[src/rtl/inst_fetch_pkg.sv]
// Shared definitions for the fetch unit: FSM states, branch LUT contents, default widths.
package inst_fetch_pkg;

  localparam int unsigned PC_W_DEF  = 10;
  localparam int unsigned CYC_W_DEF = 16;
  localparam int unsigned LUT_N     = 4;
  localparam int unsigned LUT_AW    = 16;
  localparam int unsigned REL_W     = 8;

  typedef enum logic [1:0] {
    IDLE  = 2'd0,
    ARMED = 2'd1,
    RUN   = 2'd2,
    HALT  = 2'd3
  } fetch_state_t;

  // Absolute jump targets, truncated to PC_W at the point of use
  localparam logic [LUT_AW-1:0] ABS_LUT [LUT_N] = '{16'd0, 16'd32, 16'd100, 16'd1000};

  // Relative branch offsets, two's complement
  localparam logic signed [REL_W-1:0] REL_LUT [LUT_N] = '{8'sd4, -8'sd4, 8'sd16, -8'sd16};

endpackage

[src/rtl/inst_fetch_branch_lut.sv]
// Branch target lookup: absolute target and PC-relative target for the selected LUT entry.
module branch_lut
  import inst_fetch_pkg::*;
#(
  parameter int unsigned PC_W = PC_W_DEF
) (
  input  logic [1:0]      i_targ,
  input  logic [PC_W-1:0] i_pc,
  output logic [PC_W-1:0] o_abs_c,
  output logic [PC_W-1:0] o_rel_c
);

  logic signed [PC_W-1:0] w_off;

  // Sign-extend the 8-bit offset; the sum wraps modulo 2^PC_W
  assign w_off   = PC_W'(REL_LUT[i_targ]);
  assign o_abs_c = PC_W'(ABS_LUT[i_targ]);
  assign o_rel_c = i_pc + $unsigned(w_off);

endmodule

[src/rtl/inst_fetch.sv]
// Program counter, Start/Done handshake FSM and RUN-cycle counter for the 9-bit core.
module inst_fetch
  import inst_fetch_pkg::*;
#(
  parameter int unsigned PC_W  = PC_W_DEF,
  parameter int unsigned CYC_W = CYC_W_DEF
) (
  input  logic             Clk,
  input  logic             Reset,
  input  logic             Start,
  input  logic             BranchAbs,
  input  logic             BranchRel,
  input  logic             Taken,
  input  logic [1:0]       PCTarg,
  input  logic             Ack,
  output logic [PC_W-1:0]  ProgCtr,
  output logic             Done,
  output logic             Running,
  output logic [CYC_W-1:0] CycleCt
);

  fetch_state_t     r_state;
  logic [PC_W-1:0]  r_pc;
  logic [CYC_W-1:0] r_cyc;
  logic             r_done;
  logic             r_running;
  logic [PC_W-1:0]  w_abs;
  logic [PC_W-1:0]  w_rel;

  branch_lut #(.PC_W(PC_W)) u_lut (
    .i_targ  (PCTarg),
    .i_pc    (r_pc),
    .o_abs_c (w_abs),
    .o_rel_c (w_rel)
  );

  // FSM, PC and cycle counter; Done/Running registered alongside the state
  always_ff @(posedge Clk) begin
    if (Reset) begin
      r_state   <= IDLE;
      r_pc      <= '0;
      r_cyc     <= '0;
      r_done    <= 1'b0;
      r_running <= 1'b0;
    end else begin
      case (r_state)
        IDLE: begin
          if (Start) r_state <= ARMED;
        end
        ARMED: begin
          r_pc  <= '0;
          r_cyc <= '0;
          if (!Start) begin
            r_state   <= RUN;
            r_running <= 1'b1;
          end
        end
        RUN: begin
          if (Start) begin
            // Abort: restart from address 0 once Start falls
            r_state   <= ARMED;
            r_pc      <= '0;
            r_cyc     <= '0;
            r_running <= 1'b0;
          end else begin
            if (r_cyc != '1) r_cyc <= r_cyc + CYC_W'(1);
            if (Ack) begin
              // Halt wins over any branch strobe; PC holds on the halt instruction
              r_state   <= HALT;
              r_done    <= 1'b1;
              r_running <= 1'b0;
            end else if (BranchAbs) begin
              r_pc <= w_abs;
            end else if (BranchRel && Taken) begin
              r_pc <= w_rel;
            end else begin
              r_pc <= r_pc + PC_W'(1);
            end
          end
        end
        HALT: begin
          if (Start) begin
            r_state <= ARMED;
            r_done  <= 1'b0;
            r_pc    <= '0;
            r_cyc   <= '0;
          end
        end
        default: r_state <= IDLE;
      endcase
    end
  end

  assign ProgCtr = r_pc;
  assign Done    = r_done;
  assign Running = r_running;
  assign CycleCt = r_cyc;

endmodule

[config.mk]
export PLATFORM = sky130hd
export DESIGN_NAME = inst_fetch
export DESIGN_NICKNAME = d
export VERILOG_FILES = /design/src/rtl/inst_fetch_pkg.sv /design/src/rtl/inst_fetch_branch_lut.sv /design/src/rtl/inst_fetch.sv
export SDC_FILE = /design/constraint.sdc
export NUM_CORES = 1
export LEC_CHECK = 0
export BUFFER_PORTS_ARGS = -buffer_cell sky130_fd_sc_hd__buf_2
export CAP_MARGIN = 0
export CORE_ASPECT_RATIO = 1.5
export CORE_MARGIN = 2
export CORE_UTILIZATION = 55
export CTS_BUF_LIST = sky130_fd_sc_hd__clkbuf_4
export CTS_CLUSTER_DIAMETER = 40
export DETAILED_ROUTE_END_ITERATION = 10
export PLACE_DENSITY_LB_ADDON = 0.25
export SYNTH_ARGS = -nofsm -noshare
export SYNTH_HDL_FRONTEND = slang
export SYNTH_SLANG_ARGS = --single-unit
[constraint.sdc]
create_clock -name Clk -period 5 [get_ports Clk]
set_input_delay 1 -clock Clk [delete_from_list [all_inputs] [get_ports Clk]]
set_output_delay 1 -clock Clk [all_outputs]
set_load 0.01 [all_outputs]
== Word-level counts from Yosys, hierarchy flattened ==
Index checks and enable logic that the tools add are counted.
Storage, ports and cells
  flip-flop bits (word level): 30
  bits of input ports: 9
  output and inout port bits: 28
  logic and storage cells: 62
Operators by class
  add/sub/neg operators: 3
  $lt $le $gt $ge: 1
  eq/ne operators: 12
  mux-type cells: 29
  bitwise gates (word level): 1
  reduce and logical (&&, ||, !) cells: 11
Operators by type and width (number)
  10-bit 2-to-1 mux: 7
  16-bit 2-to-1 mux: 3
  16-bit case mux with 3 select lines: 1
  16-bit binary-select mux with 2-bit select: 1
  10-bit case mux with 3 select lines: 1
  16-bit by 1-bit adder with 16-bit output, second input constant: 1
  8-bit binary-select mux with 2-bit select: 1
  8-bit 2-to-1 mux: 2
  16-bit inequality test, second input constant: 1
  3-bit AND reduction: 4
  10-bit by 1-bit adder with 10-bit output, second input constant: 1
  10-bit adder: 1
  3-bit inequality test, second input constant: 3
  2-bit 2-to-1 mux: 4
  2-bit inequality test, second input constant: 4
  1-bit 2-to-1 mux: 6
  2-bit case mux with 3 select lines: 1
  2-bit equality test, second input constant: 2
  1-bit case mux with 2 select lines: 2
  4-bit AND reduction: 1
  2-bit nonzero test: 2
  3-bit greater-or-equal comparator, second input constant: 1
  2-bit inverter with 3-bit output: 1
  3-bit nonzero test: 1
  other kinds (5): 5

== Longest topological paths before layout ==
Gate-level depths: netlist of run 1.
  depth in word-level cells: 10
  mapped depth: 9
  depth with buffers taken out: 8

== By module ==
Synthesis of run 1 repeated with hierarchy kept, for this count alone.
Unflattened totals
  cell total of the unflattened synthesis: 300
  area, all modules: 2409.8 sq um
By module, submodules not included
  inst_fetch: times used 1, cells an instance 242, area each 1976.9 sq um, seq. area each 600.6 sq um
  branch_lut: times used 1, cells an instance 58, area each 432.9 sq um, seq. area each 0.0 sq um

== Least setup slack after synthesis of run 1 ==
OpenSTA, ideal clock, no wires.
  kind: input-to-reg
  start point: in PCTarg[0]
  end point: reg r_pc[9] (netlist: ProgCtr[9])
  setup time: 122 ps
  arrival: 2492 ps
  data required time: 4878 ps
  setup slack: 2386 ps
  cell stages on the path: 8
  path buffers: 0
  path through: nand3_1 nor2_1 ha_1 o21a_1 a2bb2oi_2 o221ai_1 a21oi_1 a311o_1
Between the ends
  word-level cells in the longest chain between the ends: 10
  elaborated cells on any way between the ends: 13
  those cells by class: add/sub: 1; mux: 11; bitwise: 1
RTL lines
  from (decl): RTL line inst_fetch.sv:14  | input logic [1:0] PCTarg,
  2-bit inverter with 3-bit output (implied by the code) (*): RTL line inst_fetch_branch_lut.sv:16, inst_fetch_branch_lut.sv:17
  8-bit binary-select mux with 2-bit select: RTL line inst_fetch_branch_lut.sv:16  | assign w_off = PC_W'(REL_LUT[i_targ]);
  8-bit 2-to-1 mux (implied by the code) (2 in a row): RTL line inst_fetch_branch_lut.sv:16
  10-bit adder: RTL line inst_fetch_branch_lut.sv:18  | assign o_rel_c = i_pc + $unsigned(w_off);
  10-bit 2-to-1 mux: RTL line inst_fetch.sv:74  | end else if (BranchRel && Taken) begin
  10-bit 2-to-1 mux (*): RTL line inst_fetch.sv:72  | end else if (BranchAbs) begin
  10-bit 2-to-1 mux (*): RTL line inst_fetch.sv:67  | if (Ack) begin
  10-bit 2-to-1 mux (*): RTL line inst_fetch.sv:59  | if (Start) begin
  10-bit case mux with 3 select lines (*): RTL line inst_fetch.sv:46  | case (r_state)
  to (signal assigned): RTL line inst_fetch.sv:73  | r_pc <= w_abs;
  to (signal assigned): RTL line inst_fetch.sv:75  | r_pc <= w_rel;
  to (signal assigned): RTL line inst_fetch.sv:77  | r_pc <= r_pc + PC_W'(1);
  to (decl): RTL line inst_fetch.sv:23  | logic [PC_W-1:0] r_pc;
Every way passes the cells marked *; elsewhere a longest branch is shown, timed or not. The select of a mux whose other input is x is not followed.
A chain may end at the register's enable or synchronous reset.

== Worst setup path after layout of run 1 ==
  start point: in BranchRel
  end point: reg r_pc[9] (netlist: ProgCtr[9])
Between the ends
  word-level cells in the longest chain between the ends: 6
RTL lines
  from (decl): RTL line inst_fetch.sv:12  | input logic BranchRel,
  1-bit logical AND: RTL line inst_fetch.sv:74
  10-bit 2-to-1 mux: RTL line inst_fetch.sv:74
  10-bit 2-to-1 mux: RTL line inst_fetch.sv:72
  10-bit 2-to-1 mux: RTL line inst_fetch.sv:67
  10-bit 2-to-1 mux: RTL line inst_fetch.sv:59
  10-bit case mux with 3 select lines: RTL line inst_fetch.sv:46
No other way between the ends. The select of a mux whose other input is x is not followed.

==> flow_metrics.tcl, run 1 <==
set metrics [dict create \
    overflow 0 \
    antennaDiodeCount 0 \
    avgRoutedWirePerCell_um 14.21 \
    rsz0062_at_grt "false" \
    status "finished clean" \
    slew_headroom_pct 73.95 \
    cpPeakStageDelay_ns 0.37 \
    path_class "in2reg" \
    dp.cells 313 \
    hold_path_class "reg2reg" \
    cp_top_family "compound AO/OA/AOI/OAI gates" \
    row_count 26 \
    critPathLaunchType "primary input" \
    nNetsFinal 300 \
    drt_iter0_drc 72 \
    synthFlopType "dfxtp_1" \
    ir_drop_v 0.0001982 \
    synthCells 243 \
    synthArstFlopShare_pct 0 \
    io_pins 37 \
    clk_path_buf_depth 2 \
    synth_sequential_area_ratio_pct 30.19 \
    fmax_mhz 393.0 \
    design.die.area_um2 4124 \
    skew_ns 0.008999 \
    post_cts_resized 0 \
    worst_pin_slew_ns 0.3889 \
    end_kind "register" \
    cts.sinks 30 \
    dieWidth_um 53.11 \
    grt_first_pass_wirelength_mm 7.659 \
    synth_top_area_cell "dfxtp_1" \
    cp_cell_sequence "buf_2 > nand2_1 > nor2_1 > ha_1 > a31oi_1 > a2bb2oi_2 > o221ai_1 > a21oi_1 > a311o_1" \
    max_cap_violations 0 \
    synth_edf_count 0 \
    antenna_found_initial 0 \
    cts_setup_buffers 0 \
    fin_cells 319 \
    dr.pass1.iters 4 \
    clk_pin_slew_ns 0.10 \
    cts_tree "done" \
    arrival_ns 2.77 \
    fill_cells 331 \
    hold_violations 0 \
    power-per-cell-area_nw_per_um2 266.9 \
    grt_pass1_vias 1824 \
    syn_area_per_cell_um2 8.187 \
    p_leak_nw 0.9797 \
    clock-root-buffer "clkbuf_4" \
    worstPathBufferInverterCount 1 \
    synth.distinct_cells 54 \
    tns_ns 0 \
    synth_seq_cells 30 \
    fin_crit_sh_pct 50.89 \
    critical-path-slowest-cell "a31oi_1" \
    cts_max_level 2 \
    numCtsBuffers 5 \
    synth_area_um2 1989 \
    setup_viol 0 \
    syn-num-nets 265 \
    slew_violations 0 \
    required_ns 5.23 \
    worstSkewPairLatency_ns 0.33 \
    synth_area_leaders "dfxtp_1 (30%), ha_1 (8.2%), nor2_1 (5.1%)" \
    cts_hold_buf 0 \
    stdcell_area_um2 2232 \
    core_area_um2 3448 \
    drt_wl_total_mm 4.533 \
    routed_via_density 6.047 \
    whs_ns 0.4851 \
    grt.total_usage_pct 24.24 \
    drc 0 \
    gp_congestion 0.8406 \
    ant_nets 0 \
    vias 1929 \
    finalCriticalPeriod_ns 2.544 \
    yosysWarnings 0 \
    synth_top_area_share_pct 30.19 \
    portBuffers 36 \
    path_max_fanout 5 \
    syn_to_final_growth_pct 12.20 \
    grt_max_degree 18 \
    drive_gt1_share_pct 18.41 \
    die_height_um 77.66 \
    start_util_pct 57.69 \
    placed_area_um2 2191 \
    dp_hpwl_mm 3.445 \
]
placed cells by master, fill, tap and decap left out, drive strengths merged, types with 2 or more instances in the layout:
master,netlist,final
a2bb2oi,2,2
mux2i,2,2
inv,11,11
a211oi,2,2
xor2,8,8
buf,5,38
nor3,5,5
nand2,13,13
nor2,27,27
a31oi,2,2
a22oi,6,6
or3,3,3
o2111ai,7,7
clkbuf,5,5
nand2b,3,3
and4,3,3
dfxtp,30,30
and2,5,5
o211ai,3,3
nand4,5,5
ha,13,13
xnor2,7,7
o21ai,14,14
o21a,2,2
nand3,9,9
and3,8,8
a21oi,20,20
nor4,3,3
a211o,3,3
nor2b,3,3
worst reg2reg max path, delay by kind of cell, from the launching register on:
kind	cells	cell delay, ns
AOI/OAI and AO/OA	2	0.35
adders and majority gates	1	0.31
buffers and inverters	1	0.10
DFF	1	0.41
and+or+nand+nor	3	0.74
layout make-up:
class / count / area [um^2] / share of cell area, %
Inverter: 11 / 41.29 / 1.850
Clock buffer: 5 / 37.54 / 1.682
Clock inverter: 1 / 3.754 / 0.1682
Multi-Input combinational cell: 192 / 1301 / 58.30
Tap cell: 42 / 52.55 / 2.354
Sequential cell: 30 / 600.6 / 26.91
Timing Repair Buffer: 38 / 195.2 / 8.744
metal layers:
| layer | GRT usage (%) | share of wire, % | vias up | wire length (um) |
|---|---|---|---|---|
| met5 | 0 | 0 | - | 0 |
| met4 | 10.77 | 2.0 | 0 | 91 |
| met3 | 4.615 | 3.9 | 7 | 179 |
| met2 | 44.75 | 53 | 48 | 2407 |
| met1 | 25.03 | 41 | 903 | 1854 |
| li1 | - | - | 971 | - |
per-stage QoR:
stage          util (%)  setup slack [ns]  total power [W]
6_report          64.73             2.456        0.0005957
5_1_grt           64.73             2.292        0.0006424
4_1_cts           64.73             2.493        0.0006021
3_5_place_dp      63.53             2.130        0.0004687
3_3_place_gp      63.53             2.159        0.0004662
2_1_floorplan         -             2.386        0.0004143
flip-flops by register name, summed over array words and instances (netlist names):
| register | flops |
|---|---|
| ProgCtr | 10 |
| r_state | 2 |
| CycleCt | 16 |
| Done | 1 |
| Running | 1 |
cell usage after synthesis, types with 2 or more instances:
library cell	n
dfxtp_1	30
nor2_1	27
a21oi_1	19
ha_1	13
nand2_1	13
o21ai_0	12
inv_1	10
and3_1	8
xor2_1	8
nand3_1	7
o2111ai_1	7
xnor2_1	7
a22oi_1	6
and2_1	5
clkbuf_1	5
nand4_1	5
buf_2	4
nor3_1	4
a211o_1	3
nand2b_1	3
nor2b_1	3
o211ai_1	3
or3_1	3
a211oi_1	2
a31oi_1	2
and4_1	2
mux2i_1	2
nor4_1	2
o21a_1	2
o21ai_1	2
power by group:
group	switching, W	internal (W)	leakage (nW)
combinational	0.000130	0.0000711	0.713
sequential	0.0000129	0.000252	0.242
clock	0.0000825	0.0000480	0.0246
worst paths after layout:
path	start	endpoint	slack, ns	cells after the start
hold / removal	ProgCtr[3]$_SDFFE_PP0P_	ProgCtr[3]$_SDFFE_PP0P_	0.49	2
setup reg to reg	r_state[0]$_SDFFE_PP0P_	CycleCt[15]$_SDFFE_PP0P_	2.98	7
hold reg to reg	ProgCtr[3]$_SDFFE_PP0P_	ProgCtr[3]$_SDFFE_PP0P_	0.49	2
setup / recovery	BranchRel	ProgCtr[9]$_SDFFE_PP0P_	2.46	9
cells by family after synthesis:
family	share of synthesized area, %
AOI/OAI and AO/OA	24.72
xor gates and xnor gates	6.604
adders and majority gates	8.176
buffers and inverters	4.403
DFF	30.19
muxes	1.006
and+or+nand+nor	24.91
(Power assumes the default switching activity.)
==> run 2: changes to the inputs <==
--- a/config.mk
+++ b/config.mk
@@ -5,6 +5,7 @@
 export SDC_FILE = /design/constraint.sdc
 export NUM_CORES = 1
 export LEC_CHECK = 0
+export ABC_AREA = 1
 export BUFFER_PORTS_ARGS = -buffer_cell sky130_fd_sc_hd__buf_2
 export CAP_MARGIN = 0
 export CORE_ASPECT_RATIO = 1.5
==> constraint.sdc (replaced) <==
create_clock -name Clk -period 2.5 [get_ports Clk]
set_input_delay 0.5 -clock Clk [delete_from_list [all_inputs] [get_ports Clk]]
set_output_delay 0.5 -clock Clk [all_outputs]
set_load 0.01 [all_outputs]
==> run 2 against run 1 <==
  * Register-to-register slack got worse by 2.5 ns
  * Sequential share of layout area down 0.30 points
  * Highest routed layer unchanged
  * Via count grew 4.7%
  * First-iteration DRC count is 26% lower
==> flow_metrics.tcl, run 2 <==
set metrics [dict create \
    clk_pin_slew_ns 0.09 \
    grt.total_usage_pct 24.40 \
    dp.cells 369 \
    synth_sequential_area_ratio_pct 30.06 \
    syn_to_final_growth_pct 12.96 \
    hold_path_class "reg2reg" \
    stdcell_area_um2 2257 \
    synthFlopType "dfxtp_1" \
    nNetsFinal 356 \
    fin_crit_sh_pct 82.28 \
    drc 0 \
    status "finished clean" \
    worst_pin_slew_ns 0.4072 \
    final_common_cell "nand2_1" \
    drive_gt1_share_pct 19.16 \
    clk_path_buf_depth 2 \
    portBuffers 36 \
    pwr-share-seq_pct 42.5 \
    grt_first_pass_wirelength_mm 7.721 \
    die_height_um 77.82 \
    antenna_found_initial 0 \
    design.die.area_um2 4141 \
    synth_area_leaders "dfxtp_1 (30%), nand2_1 (13%), a21oi_1 (8.8%)" \
    rsz0062_at_grt "false" \
    setup_viol 0 \
    io_pins 37 \
    cts.sinks 30 \
    clock-root-buffer "clkbuf_4" \
    arrival_ns 2.31 \
    start_util_pct 57.95 \
    cp_cell_sequence "inv_1 > ha_1 > inv_2 > nor2_4 > inv_1 > nor2_1 > a21oi_1 > o21ai_0 > or2_2 > a21oi_1" \
    end_kind "register" \
    synth_area_um2 1998 \
    drt_iter0_drc 53 \
    synth_top_area_share_pct 30.06 \
    finalCoreUtilization_pct 65.46 \
    synthArstFlopShare_pct 0 \
    switching_power_w 0.0005141 \
    cpPeakStageDelay_ns 0.42 \
    drt_wl_total_mm 4.538 \
    post_cts_resized 0 \
    tns_ns 0 \
    final_cell_mix "nand2_1 (71), buf_2 (36), a21oi_1 (35)" \
    power_frac_comb_pct 35.8 \
    path_class "reg2reg" \
    whs_ns 0.4686 \
    path_max_fanout 6 \
    synth.most_common_cell "nand2_1" \
    grt_max_degree 23 \
    critical-path-slowest-cell "dfxtp_1" \
    critPathLaunchType "register" \
    finalCriticalPeriod_ns 2.057 \
    row_count 26 \
    cts_max_level 2 \
    synth.distinct_cells 37 \
    slew_violations 0 \
    overflow 0 \
    skew_ns 0.005530 \
    p_leak_nw 0.9952 \
    cts_setup_buffers 0 \
    largest_reg_flops 16 \
    hold_violations 0 \
    worstSkewPairLatency_ns 0.32 \
    grt_pass1_vias 1877 \
    syn_area_per_cell_um2 6.751 \
    antennaDiodeCount 0 \
    synth_top_area_cell "dfxtp_1" \
    p_clk_share_pct 21.8 \
    gp_congestion 0.8197 \
    required_ns 2.75 \
    vias 2020 \
    placed_area_um2 2205 \
    fmax_mhz 486.2 \
    synth_common_cells "nand2_1 (71), a21oi_1 (35), inv_1 (31), dfxtp_1 (30), nor2_1 (25)" \
    synthCells 296 \
    slew_headroom_pct 72.86 \
    core_area_um2 3448 \
    cts_tree "done" \
    netSwitchingFraction_pct 39.51 \
    cts_hold_buf 0 \
    dieWidth_um 53.22 \
    dp_hpwl_mm 3.499 \
    numCtsBuffers 5 \
    syn-num-nets 318 \
    fin_cells 376 \
    synth_seq_cells 30 \
    yosysWarnings 0 \
    max_cap_violations 0 \
    ant_nets 0 \
    intPower_w 0.0007871 \
    synth_edf_count 0 \
    routed_via_density 5.372 \
    power-per-cell-area_nw_per_um2 576.5 \
    dr.pass1.iters 4 \
    avgRoutedWirePerCell_um 12.07 \
    ir_drop_v 0.0004064 \
]
run 2: cells by family after synthesis:
| group | Yosys count | synth area share [%] |
|---|---|---|
| XOR/XNOR | 7 | 3.068 |
| AO/OA/AOI/OAI | 56 | 15.40 |
| buffers and inverters | 41 | 8.077 |
| AND/OR/NAND/NOR | 149 | 35.25 |
| adder cells (fa/ha/maj) | 13 | 8.140 |
| flip-flops | 30 | 30.06 |
run 2: path summary, 6_finish.rpt:
path,start,to,slack [ns],cells after the start
worst min register to register,Running$_SDFFE_PP0P_,Running$_SDFFE_PP0P_,0.47,2
worst max register to register,r_state[0]$_SDFFE_PP0P_,r_state[0]$_SDFFE_PP0P_,0.44,10
worst max-delay path,r_state[0]$_SDFFE_PP0P_,r_state[0]$_SDFFE_PP0P_,0.44,10
worst min-delay path,Running$_SDFFE_PP0P_,Running$_SDFFE_PP0P_,0.47,2
run 2: power groups by stage:
stage          logic [W]  registers, W  clock network [W]
2_1_floorplan   0.000348      0.000572                  0
3_3_place_gp    0.000460      0.000564                  0
3_5_place_dp    0.000467      0.000563                  0
4_1_cts         0.000467      0.000553           0.000296
5_1_grt         0.000542      0.000559           0.000313
6_report        0.000465      0.000553           0.000283
run 2: final cells by class:
cell class / count / area (um^2)
Clock buffer: 7 / 52.55
Multi-Input combinational cell: 225 / 1236
Fill cell: 328 / 1191
Tap cell: 42 / 52.55
Timing Repair Buffer: 36 / 180.2
Inverter: 36 / 135.1
Sequential cell: 30 / 600.6
run 2: critical path: cells and delay by family (launching register included):
family | cells | cell delay, ns
AO/OA/AOI/OAI | 3 | 0.56
adder cells (fa/ha/maj) | 1 | 0.30
buffers and inverters | 3 | 0.30
flip-flops | 1 | 0.42
AND/OR/NAND/NOR | 3 | 0.41
run 2: routing by layer:
metal | GRT usage, % | vias to the layer above | wire, um
li1 | - | 1056 | -
met1 | 26.19 | 918 | 1909
met2 | 44.94 | 42 | 2407
met3 | 4.615 | 4 | 155
met4 | 8.462 | 0 | 65
met5 | 0 | - | 0
run 2: per-stage QoR:
step	setup WS, ns	power [W]
2_1_floorplan	0.5677	0.0009193
3_3_place_gp	0.3389	0.001024
3_5_place_dp	0.2875	0.001030
4_1_cts	0.4449	0.001316
5_1_grt	0.1880	0.001414
6_report	0.4430	0.001301
